`src/rtl/mm_exec_pkg.sv`:
```
// Shared types for the memory-to-memory execution engine: FSM states, ALU
// function codes and the SP-relative slot address calculation.
package mm_exec_pkg;

  typedef enum logic [2:0] {
    ST_IDLE,
    ST_RD1,
    ST_RD2,
    ST_EXEC,
    ST_WR,
    ST_DONE
  } state_t;

  localparam logic [2:0] F_ADD = 3'b000;
  localparam logic [2:0] F_SUB = 3'b001;
  localparam logic [2:0] F_AND = 3'b010;
  localparam logic [2:0] F_OR  = 3'b011;
  localparam logic [2:0] F_XOR = 3'b100;
  localparam logic [2:0] F_SLL = 3'b101;
  localparam logic [2:0] F_SLT = 3'b110;
  localparam logic [2:0] F_SEQ = 3'b111;

  // Computed at 64 bits; callers keep the low ADDR_WIDTH bits, which gives
  // the modulo-2^ADDR_WIDTH wrap.
  function automatic logic [63:0] calc_addr(input logic [63:0] base,
                                            input logic [63:0] off,
                                            input int          shift);
    return base + (off << shift);
  endfunction

endpackage

```
`src/rtl/mm_exec_if.sv`:
```
// Command and memory-port bundle for mm_exec_unit. Defining
// MM_EXEC_CMP_GATE_EN adds the cmd_cond conditional-writeback bit.
interface mm_exec_if #(
  parameter int DATA_WIDTH   = 16,
  parameter int ADDR_WIDTH   = 16,
  parameter int OFFSET_WIDTH = 9
);
  // Handshakes: a command transfers on a rising edge with cmd_valid && cmd_ready;
  // memory request fields stay stable from mem_req rise through the mem_ack cycle.
  logic                    cmd_valid;
  logic                    cmd_ready;
  logic [2:0]              cmd_funct;
  logic [OFFSET_WIDTH-1:0] cmd_off1;
  logic [OFFSET_WIDTH-1:0] cmd_off2;
  logic [OFFSET_WIDTH-1:0] cmd_offd;
  logic [ADDR_WIDTH-1:0]   sp;
`ifdef MM_EXEC_CMP_GATE_EN
  logic                    cmd_cond;
`endif
  logic                    mem_req;
  logic                    mem_we;
  logic [ADDR_WIDTH-1:0]   mem_addr;
  logic [DATA_WIDTH-1:0]   mem_wdata;
  logic                    mem_ack;
  logic [DATA_WIDTH-1:0]   mem_rdata;

  modport master (
    input  cmd_valid, cmd_funct, cmd_off1, cmd_off2, cmd_offd, sp,
`ifdef MM_EXEC_CMP_GATE_EN
    input  cmd_cond,
`endif
    output cmd_ready,
    output mem_req, mem_we, mem_addr, mem_wdata,
    input  mem_ack, mem_rdata
  );

  modport slave (
    output cmd_valid, cmd_funct, cmd_off1, cmd_off2, cmd_offd, sp,
`ifdef MM_EXEC_CMP_GATE_EN
    output cmd_cond,
`endif
    input  cmd_ready,
    input  mem_req, mem_we, mem_addr, mem_wdata,
    output mem_ack, mem_rdata
  );

endinterface

```
`src/rtl/mm_exec_alu.sv`:
```
// Combinational ALU for mm_exec_unit; compare ops return the flag
// zero-extended on y as well as on cmp.
module mm_exec_alu
  import mm_exec_pkg::*;
#(
  parameter int DATA_WIDTH = 16
) (
  input  logic [2:0]            funct,
  input  logic [DATA_WIDTH-1:0] a,
  input  logic [DATA_WIDTH-1:0] b,
  output logic [DATA_WIDTH-1:0] y,
  output logic                  cmp
);

  localparam int SHW = (DATA_WIDTH > 1) ? $clog2(DATA_WIDTH) : 1;

  always_comb begin
    y   = '0;
    cmp = 1'b0;
    case (funct)
      F_ADD: y = a + b;
      F_SUB: y = a - b;
      F_AND: y = a & b;
      F_OR:  y = a | b;
      F_XOR: y = a ^ b;
      F_SLL: y = a << b[SHW-1:0];
      F_SLT: begin
        cmp = $signed(a) < $signed(b);
        y   = {{(DATA_WIDTH-1){1'b0}}, cmp};
      end
      F_SEQ: begin
        cmp = (a == b);
        y   = {{(DATA_WIDTH-1){1'b0}}, cmp};
      end
      default: ;
    endcase
  end

endmodule

```
`src/rtl/mm_exec_unit.sv`:
```
// Multi-cycle memory-to-memory engine: read two SP-relative words, apply the
// ALU, write the result back. MM_EXEC_CMP_GATE_EN enables cmp-gated writeback.
module mm_exec_unit
  import mm_exec_pkg::*;
#(
  parameter int DATA_WIDTH   = 16,
  parameter int ADDR_WIDTH   = 16,
  parameter int OFFSET_WIDTH = 9,
  parameter int SCALE_SHIFT  = 1
) (
  input  logic                  CLK,
  input  logic                  reset,
  mm_exec_if.master             bus,
  output logic                  done,
  output logic [DATA_WIDTH-1:0] result,
  output logic                  cmp_flag,
  output state_t                state_dbg
);

  state_t                  state, state_nxt;
  logic [2:0]              funct_q;
  logic [ADDR_WIDTH-1:0]   sp_q;
  logic [OFFSET_WIDTH-1:0] off1_q, off2_q, offd_q;
  logic [DATA_WIDTH-1:0]   a_q, b_q;
  logic [DATA_WIDTH-1:0]   alu_y;
  logic                    alu_cmp;
  logic                    gate_skip;
  logic                    cmd_ready;
  logic                    mem_req, mem_we;
  logic [ADDR_WIDTH-1:0]   mem_addr;
  logic [DATA_WIDTH-1:0]   mem_wdata;

  function automatic logic [ADDR_WIDTH-1:0] slot_addr(input logic [ADDR_WIDTH-1:0]   base,
                                                      input logic [OFFSET_WIDTH-1:0] off);
    logic [63:0] full;
    full = calc_addr(64'(base), 64'(off), SCALE_SHIFT);
    return full[ADDR_WIDTH-1:0];
  endfunction

`ifdef MM_EXEC_CMP_GATE_EN
  logic cond_q, skip_q;
  // Gate uses the flag as it stood entering EXEC, before this command's update.
  assign gate_skip = cond_q & ~cmp_flag;
`else
  assign gate_skip = 1'b0;
`endif

  mm_exec_alu #(.DATA_WIDTH(DATA_WIDTH)) u_alu (
    .funct(funct_q), .a(a_q), .b(b_q), .y(alu_y), .cmp(alu_cmp)
  );

  always_ff @(posedge CLK or posedge reset) begin
    if (reset) state <= ST_IDLE;
    else       state <= state_nxt;
  end

  always_comb begin
    state_nxt = state;
    cmd_ready = 1'b0;
    done      = 1'b0;
    mem_req   = 1'b0;
    mem_we    = 1'b0;
    mem_addr  = '0;
    mem_wdata = '0;
    case (state)
      ST_IDLE: begin
        cmd_ready = 1'b1;
        if (bus.cmd_valid) state_nxt = ST_RD1;
      end
      ST_RD1: begin
        mem_req  = 1'b1;
        mem_addr = slot_addr(sp_q, off1_q);
        if (bus.mem_ack) state_nxt = ST_RD2;
      end
      ST_RD2: begin
        mem_req  = 1'b1;
        mem_addr = slot_addr(sp_q, off2_q);
        if (bus.mem_ack) state_nxt = ST_EXEC;
      end
      ST_EXEC: state_nxt = gate_skip ? ST_DONE : ST_WR;
      ST_WR: begin
        mem_req   = 1'b1;
        mem_we    = 1'b1;
        mem_addr  = slot_addr(sp_q, offd_q);
        mem_wdata = result;
        if (bus.mem_ack) state_nxt = ST_DONE;
      end
      ST_DONE: begin
        done      = 1'b1;
        state_nxt = ST_IDLE;
      end
      default: state_nxt = ST_IDLE;
    endcase
  end

  always_ff @(posedge CLK or posedge reset) begin
    if (reset) begin
      funct_q  <= '0;
      sp_q     <= '0;
      off1_q   <= '0;
      off2_q   <= '0;
      offd_q   <= '0;
      a_q      <= '0;
      b_q      <= '0;
      result   <= '0;
      cmp_flag <= 1'b0;
`ifdef MM_EXEC_CMP_GATE_EN
      cond_q   <= 1'b0;
      skip_q   <= 1'b0;
`endif
    end else begin
      case (state)
        ST_IDLE: if (bus.cmd_valid) begin
          funct_q <= bus.cmd_funct;
          sp_q    <= bus.sp;
          off1_q  <= bus.cmd_off1;
          off2_q  <= bus.cmd_off2;
          offd_q  <= bus.cmd_offd;
`ifdef MM_EXEC_CMP_GATE_EN
          cond_q  <= bus.cmd_cond;
`endif
        end
        ST_RD1: if (bus.mem_ack) a_q <= bus.mem_rdata;
        ST_RD2: if (bus.mem_ack) b_q <= bus.mem_rdata;
        ST_EXEC: begin
          result <= alu_y;
          if (funct_q == F_SLT || funct_q == F_SEQ) cmp_flag <= alu_cmp;
`ifdef MM_EXEC_CMP_GATE_EN
          skip_q <= gate_skip;
`endif
        end
        ST_DONE: begin
`ifdef MM_EXEC_CMP_GATE_EN
          if (skip_q) cmp_flag <= 1'b0;
`endif
        end
        default: ;
      endcase
    end
  end

  assign bus.cmd_ready = cmd_ready;
  assign bus.mem_req   = mem_req;
  assign bus.mem_we    = mem_we;
  assign bus.mem_addr  = mem_addr;
  assign bus.mem_wdata = mem_wdata;
  assign state_dbg     = state;

endmodule
```
`src/flat_wrapper.sv`:
```
// flat-port wrapper written by rule: the top's interface ports become plain ports
module mm_exec_unit_flat import mm_exec_pkg::*;
#(
  parameter int DATA_WIDTH   = 16,
  parameter int ADDR_WIDTH   = 16,
  parameter int OFFSET_WIDTH = 9,
  parameter int SCALE_SHIFT  = 1
)
  (CLK, reset, done, result, cmp_flag, state_dbg, bus_cmd_valid, bus_cmd_funct, bus_cmd_off1, bus_cmd_off2, bus_cmd_offd, bus_sp, bus_cmd_ready, bus_mem_req, bus_mem_we, bus_mem_addr, bus_mem_wdata, bus_mem_ack, bus_mem_rdata);
  mm_exec_if #(.DATA_WIDTH(DATA_WIDTH), .ADDR_WIDTH(ADDR_WIDTH), .OFFSET_WIDTH(OFFSET_WIDTH)) bus_i ();
  input  logic CLK;
  input  logic reset;
  output logic done;
  output logic [DATA_WIDTH-1:0] result;
  output logic cmp_flag;
  output state_t state_dbg;
  input wire logic [$bits(bus_i.cmd_valid)-1:0] bus_cmd_valid;
  input wire logic [$bits(bus_i.cmd_funct)-1:0] bus_cmd_funct;
  input wire logic [$bits(bus_i.cmd_off1)-1:0] bus_cmd_off1;
  input wire logic [$bits(bus_i.cmd_off2)-1:0] bus_cmd_off2;
  input wire logic [$bits(bus_i.cmd_offd)-1:0] bus_cmd_offd;
  input wire logic [$bits(bus_i.sp)-1:0] bus_sp;
  output wire logic [$bits(bus_i.cmd_ready)-1:0] bus_cmd_ready;
  output wire logic [$bits(bus_i.mem_req)-1:0] bus_mem_req;
  output wire logic [$bits(bus_i.mem_we)-1:0] bus_mem_we;
  output wire logic [$bits(bus_i.mem_addr)-1:0] bus_mem_addr;
  output wire logic [$bits(bus_i.mem_wdata)-1:0] bus_mem_wdata;
  input wire logic [$bits(bus_i.mem_ack)-1:0] bus_mem_ack;
  input wire logic [$bits(bus_i.mem_rdata)-1:0] bus_mem_rdata;
  assign bus_i.cmd_valid = bus_cmd_valid;
  assign bus_i.cmd_funct = bus_cmd_funct;
  assign bus_i.cmd_off1 = bus_cmd_off1;
  assign bus_i.cmd_off2 = bus_cmd_off2;
  assign bus_i.cmd_offd = bus_cmd_offd;
  assign bus_i.sp = bus_sp;
  assign bus_cmd_ready = bus_i.cmd_ready;
  assign bus_mem_req = bus_i.mem_req;
  assign bus_mem_we = bus_i.mem_we;
  assign bus_mem_addr = bus_i.mem_addr;
  assign bus_mem_wdata = bus_i.mem_wdata;
  assign bus_i.mem_ack = bus_mem_ack;
  assign bus_i.mem_rdata = bus_mem_rdata;
  mm_exec_unit #(.DATA_WIDTH(DATA_WIDTH), .ADDR_WIDTH(ADDR_WIDTH), .OFFSET_WIDTH(OFFSET_WIDTH), .SCALE_SHIFT(SCALE_SHIFT)) u_core (.CLK(CLK), .reset(reset), .bus(bus_i), .done(done), .result(result), .cmp_flag(cmp_flag), .state_dbg(state_dbg));
endmodule
```
`config.mk`:
```
export PLATFORM = sky130hd
export DESIGN_NAME = mm_exec_unit_flat
export DESIGN_NICKNAME = d
export VERILOG_FILES = /design/src/rtl/mm_exec_pkg.sv /design/src/rtl/mm_exec_if.sv /design/src/rtl/mm_exec_alu.sv /design/src/rtl/mm_exec_unit.sv /design/src/flat_wrapper.sv
export SDC_FILE = /design/constraint.sdc
export NUM_CORES = 1
export LEC_CHECK = 0
export BUFFER_PORTS_ARGS = -buffer_cell sky130_fd_sc_hd__clkbuf_2
export CELL_PAD_IN_SITES_DETAIL_PLACEMENT = 2
export CELL_PAD_IN_SITES_GLOBAL_PLACEMENT = 2
export CORE_AREA = 10 10 187 189
export DETAILED_ROUTE_END_ITERATION = 16
export DIE_AREA = 0 0 197 199
export PLACE_DENSITY = 0.65
export SLEW_MARGIN = 20
export SYNTH_ARGS = -nofsm -noshare
export SYNTH_HDL_FRONTEND = slang
export SYNTH_SLANG_ARGS = --single-unit
```
`constraint.sdc`:
```
create_clock -name CLK -period 7 [get_ports CLK]
set_input_delay 0.7 -clock CLK [delete_from_list [all_inputs] [get_ports CLK]]
set_output_delay 0.7 -clock CLK [all_outputs]
set_load 0.03 [all_outputs]
```
==> Word-level counts from Yosys, hierarchy flattened <==
Index checks and enable logic that the tools add are counted.
{ "classes": {"n_mux": 13, "bitwise_logic": 3, "n_eq_ne": 17, "n_lt_le_gt_ge": 1, "n_shift": 1, "reduce_logical": 9, "n_addsub": 5} }
{ "op_table": {"columns": ["op", "count"], "rows": [
  ["case mux 16 bit (8 select lines)", 1],
  ["adder 16 x 10 -> 16 bit", 3],
  ["case mux 16 bit (3 select lines)", 1],
  ["equality test 3 bit (second input constant)", 6],
  ["adder 16 bit", 1],
  ["bitwise AND 16 bit", 1],
  ["equality test 16 bit", 1],
  ["less-than comparator 16 bit", 1],
  ["two-way mux 16 bit", 1],
  ["bitwise OR 16 bit", 1],
  ["left shift 16 x 4 -> 16 bit", 1],
  ["subtractor 16 bit", 1],
  ["bitwise XOR 16 bit", 1],
  ["case mux 3 bit (5 select lines)", 1],
  ["equality test 3 x 2 -> 1 bit (second input constant)", 4],
  ["two-way mux 3 bit", 4],
  ["!= test 2 bit (second input constant)", 4],
  ["AND reduction 2 bit", 4],
  ["equality test 3 x 1 -> 1 bit (second input constant)", 2],
  ["zero test 3 bit", 2],
  ["two-way mux 1 bit", 4],
  ["AND reduction 4 bit", 1],
  ["OR reduction 3 bit", 1],
  ["case mux 1 bit (2 select lines)", 1],
  ["logical OR 1 bit", 1]
]} }
{ "word_totals": {"ff_bits": 98, "inputBits": 66, "wordCells": 59, "output_inout_bits": 56} }

==> Logic depth before layout (Yosys ltp) <==
{ "logic_depth": {"ltp_word": 3, "mapped_depth": 16, "mapped_depth_nobuf": 15} }

==> Cells and area by module <==
Synthesis repeated with hierarchy kept, for this count alone.
{ "unflattened": {"hier_cells": 797, "area_unflattened_um2": 7706.1} }
{ "by_module_without_submodules": {"columns": ["mod", "seq_area_each_um2", "cells_per_inst", "area_per_inst_um2", "n_inst"], "rows": [
  ["mm_exec_unit", 2452.4, 361, 4673.2, 1],
  ["mm_exec_alu", 0.0, 436, 3032.9, 1]
]} }

==> Worst setup path after synthesis <==
OpenSTA, ideal clock, no wires.
{ "synth_path": {"path_type": "flip-flop to output port", "startpoint": "reg u_core.state[2], in the netlist u_core.state_dbg[2]", "endpoint": "out bus_mem_addr[11]", "arrival_ns": 3.368, "stages_incl_launch_ff": 16, "n_path_buf": 1, "path_slack_ns": 2.932, "required_ns": 6.300, "cell_sequence": "dfrtp_1 > buf_2 > inv_1 > nor2_1 > a22oi_1 > o21ai_0 > ha_1 > inv_1 > fa_1 > nor2b_1 > o21ai_0 > a21boi_0 > or2_1 > a31oi_1 > or4_1 > nand3_1"} }
{ "synth_between": {"elab_chain_cells": 2, "word_cells_on_any_way": 4, "cone_classes": "eq/ne (3); mux (1)"} }
{ "synth_rtl": {"columns": ["item", "line", "rtl"], "rows": [
  ["start, declared", "mm_exec_unit.sv:20", "state_t state, state_nxt;"],
  ["start signal, assigned", "mm_exec_unit.sv:54", "else state <= state_nxt;"],
  ["equality test 3 bit (tied with other cells)", "mm_exec_unit.sv:65", "case (state)"],
  ["case mux 16 bit (3 select lines) *", "mm_exec_unit.sv:65", null],
  ["end, declared", "flat_wrapper.sv:26", "output wire logic [$bits(bus_i.mem_addr)-1:0] bus_mem_addr;"]
]} }
Mark *: on every way between the ends. The rest lies on a longest branch, timed or not.

==> Worst setup path after layout <==
{ "layout_path": {"startpoint": "reg u_core.state[1], in the netlist u_core.state_dbg[1]", "endpoint": "out bus_mem_addr[11]"} }
Same word-level chain as after synthesis.

==> results.cfg <==
[cells_and_area]
final_common_cell = clkbuf_2
nFillCells = 3681
final_cell_mix = clkbuf_2 (121), dfrtp_1 (98), nand2_1 (94), o21ai_0 (84), a21oi_1 (62)
finalNetCount = 1114
multi_input_area_um2 = 4800
syn_to_final_growth_pct = 16.7
seq_area_um2 = 2450
drive_gt1_share_pct = 22.9

[synthesis]
muxShareOfSynthArea_pct = 10.5
ys_seq_area_share_pct = 31.9
ys_ff_latch = 98
synthesis.area_um2 = 7700
synth_compound_area_share_pct = 22.2
syn_nets = 1024
avgSynthCellArea_um2 = 8.59
ys_warn_count = 0
postSynth.asyncResetShare_pct = 100
synthAdderAreaFrac_pct = 10.4
synth_cell_types = 76
synthCells = 896
synth_edf_count = 0
synth_xor_area_share_pct = 2.05
synth_top_flop_cell = dfrtp_1
synth_top_family_by_area = compound AO/OA/AOI/OAI gates
synthSimpleGateAreaFrac_pct = 17.1

[timing]
min_period_ns = 5.01
report.final.hold_viol_count = 0
slew_violations = 0
max-slew-margin-rel_pct = 37.4
worst_slew_pin_slew_ns = 0.939
fmaxAchievable_ghz = 0.200
fin_crit_sh_pct = 71.5
skew_ns = 0.0134
setup_tns_ns = 0
grt_setup_unrepaired = false
setup_viol = 0

[clock_network]
cts_root_buffer = clkbuf_16
cts_tree = yes
htree_levels = 3
cts_resized = 0
clk_pin_slew_ns = 0.09
cts_setup_buffers = 0
clkSinkCount = 98
numCtsBuffers = 9
clk_path_buf_depth = 2
ctsHoldBuffers = 0
clkLatencyLatePin_ns = 0.37

[setup_path]
startpoint_type = register
cp-end-kind = output pin
arrival_ns = 4.31
path_class = reg -> out
required_ns = 6.30
cp_max_fo = 13

[global_routing]
grt_pass1_wl_um = 48200
gr-total-overflow = 0
grt_max_degree = 68
first_global_vias = 7737
track_usage_pct = 15.7
antenna_found_initial = 0

[floorplan]
pin_count = 122
fp.coreArea_um2 = 31200
die_h_um = 199
start_util_pct = 24.6
rows = 65
dieArea_um2 = 39200
die_w_um = 197

[placed_design]
io_buffers = 121
dp.final_hpwl_um = 24500
finalWeightedCongestion = 0.838

[job]
maxCapViolations = 0

[routing]
ant_nets = 0
drt-total-wl_um = 30700
wire_per_inst_um = 22.0
avgViaCountPerCell = 5.16
vias = 7199
dr.pass1.iters = 4
drt_iter0_markers = 423
drc = 0

[outcome]
status = finished, final reports clean

[worst_hold_path]
hp-class = in -> async
-- layer usage --
layer,vias to the layer above,global-route usage [%],part of all wire [%]
met1,3663,21.1,48
met2,123,26.0,47
met3,17,2.67,3.9
li1,3396,-,-
met5,-,0,0
met4,0,3.10,1.2
-- through the flow --
step | util, % | setup slack (ns) | instance area (um^2) | hold slack, ns | instances
detailed placement | 27.8 | 2.39 | 8680 | 0.500 | 1377
finish | 28.8 | 1.99 | 8980 | 0.316 | 1394
global placement | 27.8 | 2.60 | 8680 | 0.481 | 1377
floorplan | - | 2.93 | 7700 | 0.472 | 896
CTS | 28.8 | 1.97 | 8980 | 0.318 | 1393
global route | 28.8 | 1.62 | 8980 | 0.346 | 1393
-- kinds of logic after synthesis --
group | after synthesis
fa+ha+maj | 62
mux | 66
simple gates | 271
flops | 98
compound gates | 268
xor+xnor | 18
buf+inv | 113
-- cell usage after synthesis (14+ instances only) --
master / n / area [um^2]
dfrtp_1: 98 / 2450
nand2_1: 94 / 353
o21ai_0: 84 / 420
a21oi_1: 62 / 310
ha_1: 59 / 738
nor2_1: 56 / 210
inv_1: 51 / 191
mux2_2: 45 / 507
clkbuf_1: 32 / 120
and2_1: 20 / 125
nor3_1: 19 / 95.1
buf_2: 16 / 80.1
mux2i_1: 14 / 140
nor4_1: 14 / 87.6
-- registers in the layout, indices dropped and copies added, names as in the netlist, 3 cells and up --
register,cells
u_core.state_dbg,3
u_core.offd_q,9
u_core.off1_q,9
u_core.b_q,16
u_core.off2_q,9
u_core.result,16
u_core.a_q,16
u_core.funct_q,3
u_core.sp_q,16
-- critical path, stage by stage (launching register included) --
cell and delay, ns:
dfrtp_1 0.56, nor2b_1 0.62, a22oi_1 0.20, o21ai_0 0.21, ha_1 0.21, inv_1 0.06
fa_1 0.38, nor2b_1 0.16, o21ai_0 0.12, a21boi_0 0.24, or2_1 0.16, a31oi_1 0.20
or4_1 0.52, nand3_1 0.08, clkbuf_2 0.21
-- worst paths after layout --
path                            slack, ns                 to           startpoint  depth (start not counted)
worst min-delay path                 0.32   u_core.offd_q[7]                reset                          2
max in group asynchronous            5.39  u_core.result[15]                reset                          3
worst min register to register       0.51   u_core.result[4]     u_core.result[4]                          2
worst max register to register       3.33  u_core.result[14]        u_core.b_q[0]                         10
worst max-delay path                 1.99   bus_mem_addr[11]  u_core.state_dbg[1]                         14
min in group CLK                     0.51   u_core.result[4]     u_core.result[4]                          2
-- final cells by class --
type	instances	area share, %
clock buffer	9	2.51
tap	402	5.60
timing repair buffer	134	7.83
multi-input combinational	685	53.4
clock inverter	7	0.877
inverter	58	2.45
sequential	98	27.3
antenna	1	0.0279
Power is left out: the tool's default activity adds up to more than one toggle a clock period on the data nets, which glitch-free logic cannot reach.
